**config.mk**
```make
export PLATFORM = sky130hd
export DESIGN_NAME = gate_array_pipe_flat
export DESIGN_NICKNAME = d
export VERILOG_FILES = /design/src/rtl/gate_array_pipe_if.sv /design/src/rtl/gate_array_pipe.sv /design/src/flat_wrapper.sv
export SDC_FILE = /design/constraint.sdc
export NUM_CORES = 1
export LEC_CHECK = 0
export CAP_MARGIN = 20
export CORE_ASPECT_RATIO = 0.6
export CORE_MARGIN = 2
export CORE_UTILIZATION = 55
export DETAILED_ROUTE_END_ITERATION = 10
export HOLD_SLACK_MARGIN = 0.03
export MAX_ROUTING_LAYER = met4
export PLACE_DENSITY = 0.87
export SYNTH_ARGS = -nofsm -noshare
export SYNTH_HDL_FRONTEND = slang
export SYNTH_SLANG_ARGS = --single-unit
```
**constraint.sdc**
```tcl
create_clock -name clk -period 2.6 [get_ports clk]
set_input_delay 0.52 -clock clk [delete_from_list [all_inputs] [get_ports clk]]
set_output_delay 0.52 -clock clk [all_outputs]
set_load 0.05 [all_outputs]
```
**src/rtl/gate_array_pipe_if.sv**
```systemverilog
// Handshake bundle for gate_array_pipe: operand producer side (in_*, op, a, b)
// and result consumer side (out_*, done_cnt).
interface gate_array_pipe_if #(
    parameter int WIDTH = 16,
    parameter int CNT_W = 16
);
    logic             in_valid;
    logic             in_ready;
    logic [2:0]       op;
    logic [WIDTH-1:0] a;
    logic [WIDTH-1:0] b;
    logic             out_valid;
    logic             out_ready;
    logic [WIDTH-1:0] out;
    logic [2:0]       out_op;
    logic [CNT_W-1:0] done_cnt;

    modport master (
        output in_valid, op, a, b, out_ready,
        input  in_ready, out_valid, out, out_op, done_cnt
    );

    modport slave (
        input  in_valid, op, a, b, out_ready,
        output in_ready, out_valid, out, out_op, done_cnt
    );
endinterface

```
**src/rtl/gate_array_pipe.sv**
```systemverilog
// WIDTH-bit bitwise logic array (8 ops) whose result travels through a
// STAGES-deep bubble-collapsing valid/ready pipeline with full backpressure.
module gate_array_pipe #(
    parameter int WIDTH  = 16,
    parameter int STAGES = 2,
    parameter int CNT_W  = 16
) (
    input  logic             clk,
    input  logic             rst_n,
    gate_array_pipe_if.slave bus
);
    typedef enum logic [2:0] {
        OP_AND   = 3'd0,
        OP_OR    = 3'd1,
        OP_XOR   = 3'd2,
        OP_NAND  = 3'd3,
        OP_NOR   = 3'd4,
        OP_XNOR  = 3'd5,
        OP_BUF_A = 3'd6,
        OP_NOT_A = 3'd7
    } op_e;

    logic [WIDTH-1:0]  result;
    logic [STAGES-1:0] v_q, v_d;
    logic [STAGES-1:0] adv;
    logic [WIDTH-1:0]  data_q [STAGES];
    logic [WIDTH-1:0]  data_d [STAGES];
    logic [2:0]        op_q   [STAGES];
    logic [2:0]        op_d   [STAGES];
    logic [CNT_W-1:0]  done_cnt_q, done_cnt_d;
    logic              in_ready;
    logic              accept;
    logic              out_fire;

    always_comb begin
        // NOTE: every always_comb output gets a default first so no path leaves it unassigned (no latch).
        result = '0;
        case (op_e'(bus.op))
            OP_AND:   result = bus.a & bus.b;
            OP_OR:    result = bus.a | bus.b;
            OP_XOR:   result = bus.a ^ bus.b;
            OP_NAND:  result = ~(bus.a & bus.b);
            OP_NOR:   result = ~(bus.a | bus.b);
            OP_XNOR:  result = ~(bus.a ^ bus.b);
            OP_BUF_A: result = bus.a;
            OP_NOT_A: result = ~bus.a;
        endcase
    end

    // Walk tail to head: a slot can take data if it is empty or its occupant moves on this cycle.
    always_comb begin : ready_chain
        logic ok;
        // NOTE: combinational blocks use blocking '=' so each line sees the value computed just above.
        ok  = bus.out_ready;
        adv = '0;
        for (int k = STAGES - 1; k >= 0; k--) begin
            adv[k] = v_q[k] && ok;
            ok     = !v_q[k] || ok;
        end
        in_ready = ok;
    end

    assign accept   = bus.in_valid && in_ready;
    assign out_fire = v_q[STAGES-1] && bus.out_ready;

    always_comb begin
        v_d        = v_q;
        data_d     = data_q;
        op_d       = op_q;
        done_cnt_d = done_cnt_q + (out_fire ? CNT_W'(1) : CNT_W'(0));

        if (accept) begin
            v_d[0]    = 1'b1;
            data_d[0] = result;
            op_d[0]   = bus.op;
        end else if (adv[0]) begin
            v_d[0] = 1'b0;
        end

        for (int k = 1; k < STAGES; k++) begin
            if (adv[k-1]) begin
                v_d[k]    = 1'b1;
                data_d[k] = data_q[k-1];
                op_d[k]   = op_q[k-1];
            end else if (adv[k]) begin
                v_d[k] = 1'b0;
            end
        end
    end

    always_ff @(posedge clk or negedge rst_n) begin
        if (!rst_n) begin
            v_q        <= '0;
            done_cnt_q <= '0;
            // NOTE: stage storage is reset too, because the tail slot drives out/out_op, which must read 0 after reset.
            for (int k = 0; k < STAGES; k++) begin
                data_q[k] <= '0;
                op_q[k]   <= '0;
            end
        end else begin
            // NOTE: sequential state uses non-blocking '<=' so all registers update together at the edge.
            v_q        <= v_d;
            data_q     <= data_d;
            op_q       <= op_d;
            done_cnt_q <= done_cnt_d;
        end
    end

    assign bus.in_ready  = in_ready;
    assign bus.out_valid = v_q[STAGES-1];
    assign bus.out       = data_q[STAGES-1];
    assign bus.out_op    = op_q[STAGES-1];
    assign bus.done_cnt  = done_cnt_q;
endmodule

```
**src/flat_wrapper.sv**
```systemverilog
// flat-port wrapper written by rule: the top's interface ports become plain ports
module gate_array_pipe_flat 
#(
    parameter int WIDTH  = 16,
    parameter int STAGES = 2,
    parameter int CNT_W  = 16
)
  (clk, rst_n, bus_in_valid, bus_op, bus_a, bus_b, bus_out_ready, bus_in_ready, bus_out_valid, bus_out, bus_out_op, bus_done_cnt);
  gate_array_pipe_if #(.WIDTH(WIDTH), .CNT_W(CNT_W)) bus_i ();
  input  logic clk;
  input  logic rst_n;
  input wire logic [$bits(bus_i.in_valid)-1:0] bus_in_valid;
  input wire logic [$bits(bus_i.op)-1:0] bus_op;
  input wire logic [$bits(bus_i.a)-1:0] bus_a;
  input wire logic [$bits(bus_i.b)-1:0] bus_b;
  input wire logic [$bits(bus_i.out_ready)-1:0] bus_out_ready;
  output wire logic [$bits(bus_i.in_ready)-1:0] bus_in_ready;
  output wire logic [$bits(bus_i.out_valid)-1:0] bus_out_valid;
  output wire logic [$bits(bus_i.out)-1:0] bus_out;
  output wire logic [$bits(bus_i.out_op)-1:0] bus_out_op;
  output wire logic [$bits(bus_i.done_cnt)-1:0] bus_done_cnt;
  assign bus_i.in_valid = bus_in_valid;
  assign bus_i.op = bus_op;
  assign bus_i.a = bus_a;
  assign bus_i.b = bus_b;
  assign bus_i.out_ready = bus_out_ready;
  assign bus_in_ready = bus_i.in_ready;
  assign bus_out_valid = bus_i.out_valid;
  assign bus_out = bus_i.out;
  assign bus_out_op = bus_i.out_op;
  assign bus_done_cnt = bus_i.done_cnt;
  gate_array_pipe #(.WIDTH(WIDTH), .STAGES(STAGES), .CNT_W(CNT_W)) u_core (.clk(clk), .rst_n(rst_n), .bus(bus_i));
endmodule
```
==> results.txt, run 1 <==
- The run finished with clean final reports.
- Max stage delay cell, worst path: clkdlybuf4s50_1
- Final cell utilization of the core: between 70% and 80%
* Clock network latency to the later pin of the worst-skew pair: 280 ps
* Pwr per Cell Area: just under 700 nW/um^2
- Clock tree synthesis inserted a total of 5 buffers.
* Type of the worst setup path: reg -> out
* Cells on worst reg2reg path: 6
- Remaining DRCs: 0
- After the first detailed-routing iteration, the DRC count stood at 191.
- Post-Syn Nets: ~490
* Worst clock skew on the final layout: 6.63 ps
- For this block, the routed nets add up to ~8500 um of wire.
* Routed vias: between 3k and 4k
- Quantity of gates resized following cts: 0
- For the pin with the worst max-slew slack, the measured transition is around 860 ps.
* Seq/Total Area, Yosys: a little over a third
- Global router's overall resource usage: a little under a quarter
- Synth warnings: 0
- Largest fanout of any net on the critical path: 6
* Clock Sink Count: 56
- In the final routed layout, each cell accounts on average for 15.4 um.
* Via count of the first global-routing pass: 2961
- The worst setup path is captured at an output port.
* Startpoint of the worst setup timing path: u_core.bus.done_cnt[10]
- Setup slack, reg-to-reg: 920 ps
- At the end of the flow, the number of nets in the layout was 534.
* Cell row count: 23
* Hold-fix buffer count after cts: 0
- The die is 114 um wide.
* Detailed Place HPWL: 6360 um
- Residual overflow from global routing: 0
* Series of cell instances along the critical path: clkdlybuf4s50_1
- CTS built an H-tree with a depth of 2.
* Worst voltage drop across the vdd grid: 335 uV
* Count of distinct cell types in the synthesized netlist: 38
- The congestion estimate from routability-driven global placement came to ~0.82.
- In the final timing run, aggregate negative setup slack is 0 ps.
- Of all cell types, the one taking the most synthesized area is dfrtp_1.
- Clock-pin slew was measured on the worst setup and hold paths at ~70 ps.
- Effective utilization at floorplan: approximately 58%
* Data required time at the worst endpoint: between 2000 and 2500 ps
- Sorting the synthesized cells by area gives the leading types as dfrtp_1 35%, ha_1 11%, mux2_2 6.2%.
- Crit Reg-Reg Endpoint: u_core.bus.done_cnt[12]
- Area of the placeable core: 6820 um^2
* Max Clk Rate: 479 MHz
- Total Power: 0.00330 W
* Kind of cell with the highest combined delay on the critical path: buffers and inverters
- After synthesis, the mean cell area works out to a little under 10 um^2.
* Count of pins on the block boundary: 76
- Buffer and inverter count on the worst path: 1
- Final hold vios: 0
- Most instantiated flip-flop cell in the synthesis netlist: dfrtp_1
- After detailed routing, the number of vias per cell comes to 5.56.
- At the worst endpoint, the arrival time is ~1600 ps.
* Async SR Flop Fraction: 100%
- The first global-routing pass estimated ~14000 um of wire.
- The count of nets left with antenna violations once routing finished came out at 0.
- Final hold slack: between 200 and 300 ps
* Growth of design area from synthesis to finish: 20.5%
- Count of input and output buffers: 75
- Cells with a size suffix above 1 make up 12.3% of the layout.
* Period utilization: between 80% and 90%
- Setup violations remaining at the end of the flow were counted as 0.
- After synthesis the cells add up to between 3000 and 4000 um^2.
* Top cell type's share of synthesized area: a little over a third
- STA classifies the critical path startpoint as a flip-flop.
* Period minus WS final: approximately 2100 ps
- No sink is reached through more buffers than the 2 on the longest clock path.
- In this run the tightest slew margin relative to its limit is about 42%.
* Antenna violations before repair: 0
* Leakage component of the power: roughly 2.2 nW
- Before antenna repair, the detailed router went through 4 iterations.
- Total count of max-transition violations in the final report: 0
- Setup bufs post-CTS: 0
- Number of diodes added for antenna fixing: 0
* MaxCap Viol Count: 0
- Root Buffer Master: clkbuf_16
- Flip-flop and latch count after synthesis: between 50 and 60
- Setup repair after global routing left no endpoint under its margin.
- Pin count of the biggest net entering global routing: 57
- Number of synthesized flops with an enable pin: 0
- The largest single stage delay on the critical path is roughly 840 ps.
* Die Outline Area: 7930 um^2
* Launch instance of the worst register-to-register path: u_core.v_q[1]
* Path category of the worst min-delay check: in -> async
- Synthesized instance count: slightly above 400
* Height of the die: ~70 um
- TritonCTS built the clock tree.
[cells in the final DEF, fill, tap and decap left out, types with 2 or more instances in the layout]
master | synthesis | layout
a211oi_1 | 12 | 12
a21oi_1 | 27 | 27
a32oi_1 | 4 | 4
and3_1 | 3 | 3
buf_12 | 0 | 3
buf_2 | 11 | 3
buf_4 | 23 | 7
clkbuf_16 | 0 | 5
clkdlybuf4s50_1 | 0 | 71
dfrtp_1 | 56 | 56
ha_1 | 34 | 34
inv_1 | 33 | 33
mux2_2 | 22 | 22
mux2i_1 | 8 | 8
nand2_1 | 32 | 32
nand2_2 | 2 | 2
nand2b_1 | 12 | 12
nand3_1 | 8 | 8
nand4_1 | 3 | 3
nor2_1 | 29 | 29
nor2b_1 | 3 | 3
nor3_1 | 5 | 5
nor3b_1 | 2 | 2
o21ai_1 | 12 | 12
o22ai_1 | 4 | 4
o2bb2ai_1 | 11 | 11
o31ai_1 | 4 | 4
o41ai_2 | 11 | 11
xnor2_1 | 11 | 11
xor2_1 | 14 | 14
[where the power goes]
group | switching (W) | internal (W) | leakage (nW)
sequential | 0.000125 | 0.00106 | 0.691
clock | 0.000290 | 0.000454 | 0.0808
combinational | 0.000843 | 0.000529 | 1.44
total | 0.00126 | 0.00204 | 2.21
[cell families after synthesis]
logic type	count (synthesis)	share of synthesized area, %
xor+xnor	25	5.52
flops	56	35.3
fa+ha+maj	34	10.7
simple gates	106	12.8
mux	30	8.26
buf+inv	76	10.7
compound gates	86	16.7
[flip-flops by register name, summed over array words and instances (netlist names)]
name	count
u_core.op_q	3
u_core.data_q	16
u_core.bus.out_op	3
u_core.bus.done_cnt	16
u_core.v_q	2
u_core.bus.out	16
[cell usage after synthesis (all sizes together), types with 2 or more instances]
| cell type | n |
|---|---|
| nand2 | 34 |
| mux2 | 22 |
| a21oi | 27 |
| and3 | 3 |
| o41ai | 11 |
| nor2b | 3 |
| nor3b | 2 |
| xnor2 | 11 |
| nand4 | 3 |
| dfrtp | 56 |
| a32oi | 4 |
| ha | 34 |
| mux2i | 8 |
| nor3 | 5 |
| o2bb2ai | 11 |
| nand3 | 8 |
| o21ai | 12 |
| o22ai | 4 |
| xor2 | 14 |
| o31ai | 5 |
| nor2 | 29 |
| inv | 33 |
| a211oi | 12 |
| buf | 40 |
| nand2b | 12 |
| clkbuf | 3 |
[through the flow]
| step | instances | cell area (um^2) | setup slack (ps) |
|---|---|---|---|
| 6_report | 549 | 4780 | 511 |
| 5_1_grt | 549 | 4780 | 443 |
| 4_1_cts | 549 | 4780 | 494 |
| 3_5_place_dp | 541 | 4620 | 317 |
| 3_3_place_gp | 541 | 4620 | 411 |
| 2_1_floorplan | 413 | 3970 | 716 |
[worst max-delay path by stage]
stage | to | slack (ps) | depth (start not counted)
floorplan | u_core.data_q[16] | 720 | 5
global placement | u_core.bus.done_cnt[12] | 410 | 7
detailed placement | u_core.data_q[23] | 320 | 5
CTS | bus_done_cnt[6] | 490 | 1
global route | u_core.data_q[23] | 440 | 5
finish | bus_done_cnt[10] | 510 | 1
[metal layers]
metal	GRT usage (%)	vias up	wire length, um
met3	3.41	8	435
met4	4.07	0	70
met1	31.2	1448	3950
met2	35.8	93	4010
li1	-	1504	-
met5	-	-	0
[layout make-up]
cell class | count | area, um^2
multi-input cells | 281 | 2140
fillers | 527 | 2040
flip-flops and latches | 56 | 1400
repair buffers | 84 | 838
clock buffers | 6 | 129
inverters | 33 | 124
well taps | 87 | 109
clock inverters | 2 | 35.0
Power figures use the tool's default switching activity.
==> run 2, diff against run 1 <==
Settings changed: CORE_UTILIZATION 55 to 48, PLACE_DENSITY 0.87 to 0.81.
Clock period 2.6 ns to 1.7 ns, I/O delays scaled along.
==> results.txt, run 2 (synthesized netlist as in run 1, its figures left out) <==
- Status: finished clean
* Clock tree from TritonCTS: built
- Pwr per Cell Area: 999 nW/um^2 (+45%)
- Drt wl/cell: 14.3 um (-6.9%)
- The sum of internal, switching and leakage power came to 0.00514 W (+56%).
* Number of buffers created by CTS: 5 (unchanged)
- The number of buffers inserted by port buffering was 75 (unchanged).
- Final hold slack: 480 ps (+224 ps)
* Clock network latency to the later pin of the worst-skew pair: 290 ps (about the same)
- The transition time at the pin with the least slew margin is 586 ps (-277 ps).
* Switching power as a share of total power: 38.7% (+0.60 points)
* Sum of routed wire length over all layers: 8840 um (+4.4%)
- Wire length of the first global-routing pass: 14000 um (-1.6%)
* Root Buffer Master: clkbuf_16
- Period utilization: between 90% and 100%
* Cell row count: 25 (+8.7%)
- First DRT Iteration DRCs: 219 (+15%)
- Worst voltage drop across the vdd grid: 566 uV (+69%)
- The total internal power came to 0.00315 W (+54%).
* Height of the die: 74.4 um (+6.6%)
- The clock skew after layout is 5.60 ps (-1.03 ps).
- The top cell types in the final layout, fill and taps aside, are 84 x buf_4, 55 x dfrtp_1, 34 x ha_1, 34 x clkdlybuf4s50_1, 33 x inv_1.
* Remaining DRCs: 0 (unchanged)
- Sum of negative setup slack: 0 ps (unchanged)
- Arrival time at the worst endpoint: 1810 ps (+240 ps)
* Power dissipated by switching net loads: 0.00199 W (+58%)
- The number of nets at the end of the flow came to 580 (+8.6%).
* Via count of the first global-routing pass: 3018 (+1.9%)
* Number of iterations in the first detailed-routing pass: 4 (unchanged)
- CP startpoint kind: input pin
* DRT antenna net count: 0 (unchanged)
- The number of H-tree levels was 2 (unchanged).
- The CTS clock-pin slew for the worst setup and hold paths came to 80 ps (about the same).
- Final Wtd Congestion: 0.793 (-3.4%)
- Global router's overall resource usage: 20.2% (-2.3 points)
- Routed vias: 3207 (+5.0%)
* Residual overflow from global routing: 0 (unchanged)
* Share of cells above drive strength 1: 28.3% (+16 points)
- The critical path required time came to 1880 ps (-200 ps).
- Setup slack, reg-to-reg: 170 ps (-750 ps)
- Growth of design area from synthesis to finish: 29.8%
- Combinational share of power: 41.4% (-0.2 points)
- Most frequent standard cell in the layout excluding fill and tap cells: buf_4
- Setup violation total in the final timing report: 0 (unchanged)
- Largest fanout of any net on the critical path: 2 (-4)
- The number of I/O pins was 76 (unchanged).
- Setup repair after global routing left no endpoint under its margin.
- The leakage dissipation came to 2.51 nW (+14%).
* Clock Sink Count: 56 (unchanged)
- DR vias/cell: 5.21 (-6.4%)
* Clock Path Buffers: 2 (unchanged)
* Die Outline Area: 9040 um^2 (+14%)
- The pin count of the biggest net entering global routing is 37 (-35%).
- Total count of max-transition violations in the final report: 0 (unchanged)
* Antenna violations before repair: 0 (unchanged)
* Relative slew margins: 60.7% (+18 points)
* Setup bufs post-CTS: 0 (unchanged)
- Final hold vios: 0 (unchanged)
- Path category of the worst min-delay check: reg -> reg
- Sequential cell area in the final layout: 1400 um^2 (about the same)
* Sequential share of power: 35.4% (-0.5 points)
- STA classifies the critical path endpoint as a flip-flop.
* Period minus WS final: ~1600 ps
* Part of the total power dissipated in the clock network: 23.2% (+0.7 points)
- The placed wire-length estimate after detailed placement is 6650 um (+4.6%).
* Fill cell count: 669 (+27%)
- The worst path setup slack after routing was 69.2 ps (-442 ps).
* Number of diodes added for antenna fixing: 0 (unchanged)
- The worst-case setup slack after placement came to -316 ps (-633 ps).
- Type of the worst setup path: in -> reg
- The starting utilization of the core area was 50.0% (-8.2 points).
- Area of the placeable core: 7950 um^2 (+16%)
- MaxCap Viol Count: 0 (unchanged)
- Max Clk Rate: between 600 and 700 MHz
* Multi-input gate area: 2170 um^2 (+1.3%)
* Width of the die: 121 um (+6.8%)
[run 2: routing by layer]
metal  part of all wire [%]  vias to the layer above  track usage [%]  wire length, um
li1                       -                     1600                -                -
met1                     49                     1526             26.9             4330
met2                     46                       76             33.5             4080
met3                    4.3                        5             3.30              381
met4                   0.50                        0             3.32               44
met5                      0                        -                -                0
[run 2: final timing paths]
path | from | cells after the start | endpoint
max | bus_b[11] | 7 | u_core.data_q[27]
min | u_core.data_q[16] | 2 | u_core.data_q[16]
max reg2reg | u_core.v_q[1] | 6 | u_core.bus.done_cnt[12]
min reg2reg | u_core.data_q[16] | 2 | u_core.data_q[16]
max in group asynchronous | rst_n | 3 | u_core.bus.out[0]
min in group asynchronous | rst_n | 2 | u_core.bus.done_cnt[0]
[run 2: cell type report]
class                           instances  share of cell area [%]
Sequential cell                        56                    27.2
Timing Repair Buffer                  130                    22.2
Inverter                               33                    2.40
Multi-Input combinational cell        281                    42.2
Clock buffer                            5                    2.43
Clock inverter                          3                   0.923
Tap cell                              108                    2.62
[run 2: worst max-delay path, stage by stage]
cell             delay, ps
clkdlybuf4s50_1        530
inv_1                   60
ha_1                   310
nor2_1                 120
a21oi_1                 50
a211oi_1               300
o41ai_2                100
[run 2: power groups by stage]
stage	Clock [W]	Sequential [W]	Combinational, W
after floorplan	0	0.00205	0.00134
after global placement	0	0.00184	0.00208
after detailed placement	0	0.00185	0.00213
after CTS	0.00123	0.00183	0.00214
after global routing	0.00128	0.00187	0.00226
final	0.00119	0.00182	0.00213
[run 2: per-stage QoR]
step	utilization [%]	cell area, um^2	std cells
2_1_floorplan	-	3980	413
3_3_place_gp	62.3	4950	607
4_1_cts	64.6	5130	616
5_1_grt	64.8	5150	616
3_5_place_dp	62.3	4950	607
6_report	64.8	5150	616
[run 2: what timing repair did]
item	in CTS	in global routing
gates cloned	0	0
endpoints found under the hold margin	20	0
resized for setup	1	4
endpoints found under the setup margin	1	12
pin swaps	0	2
hold buffers	1	0
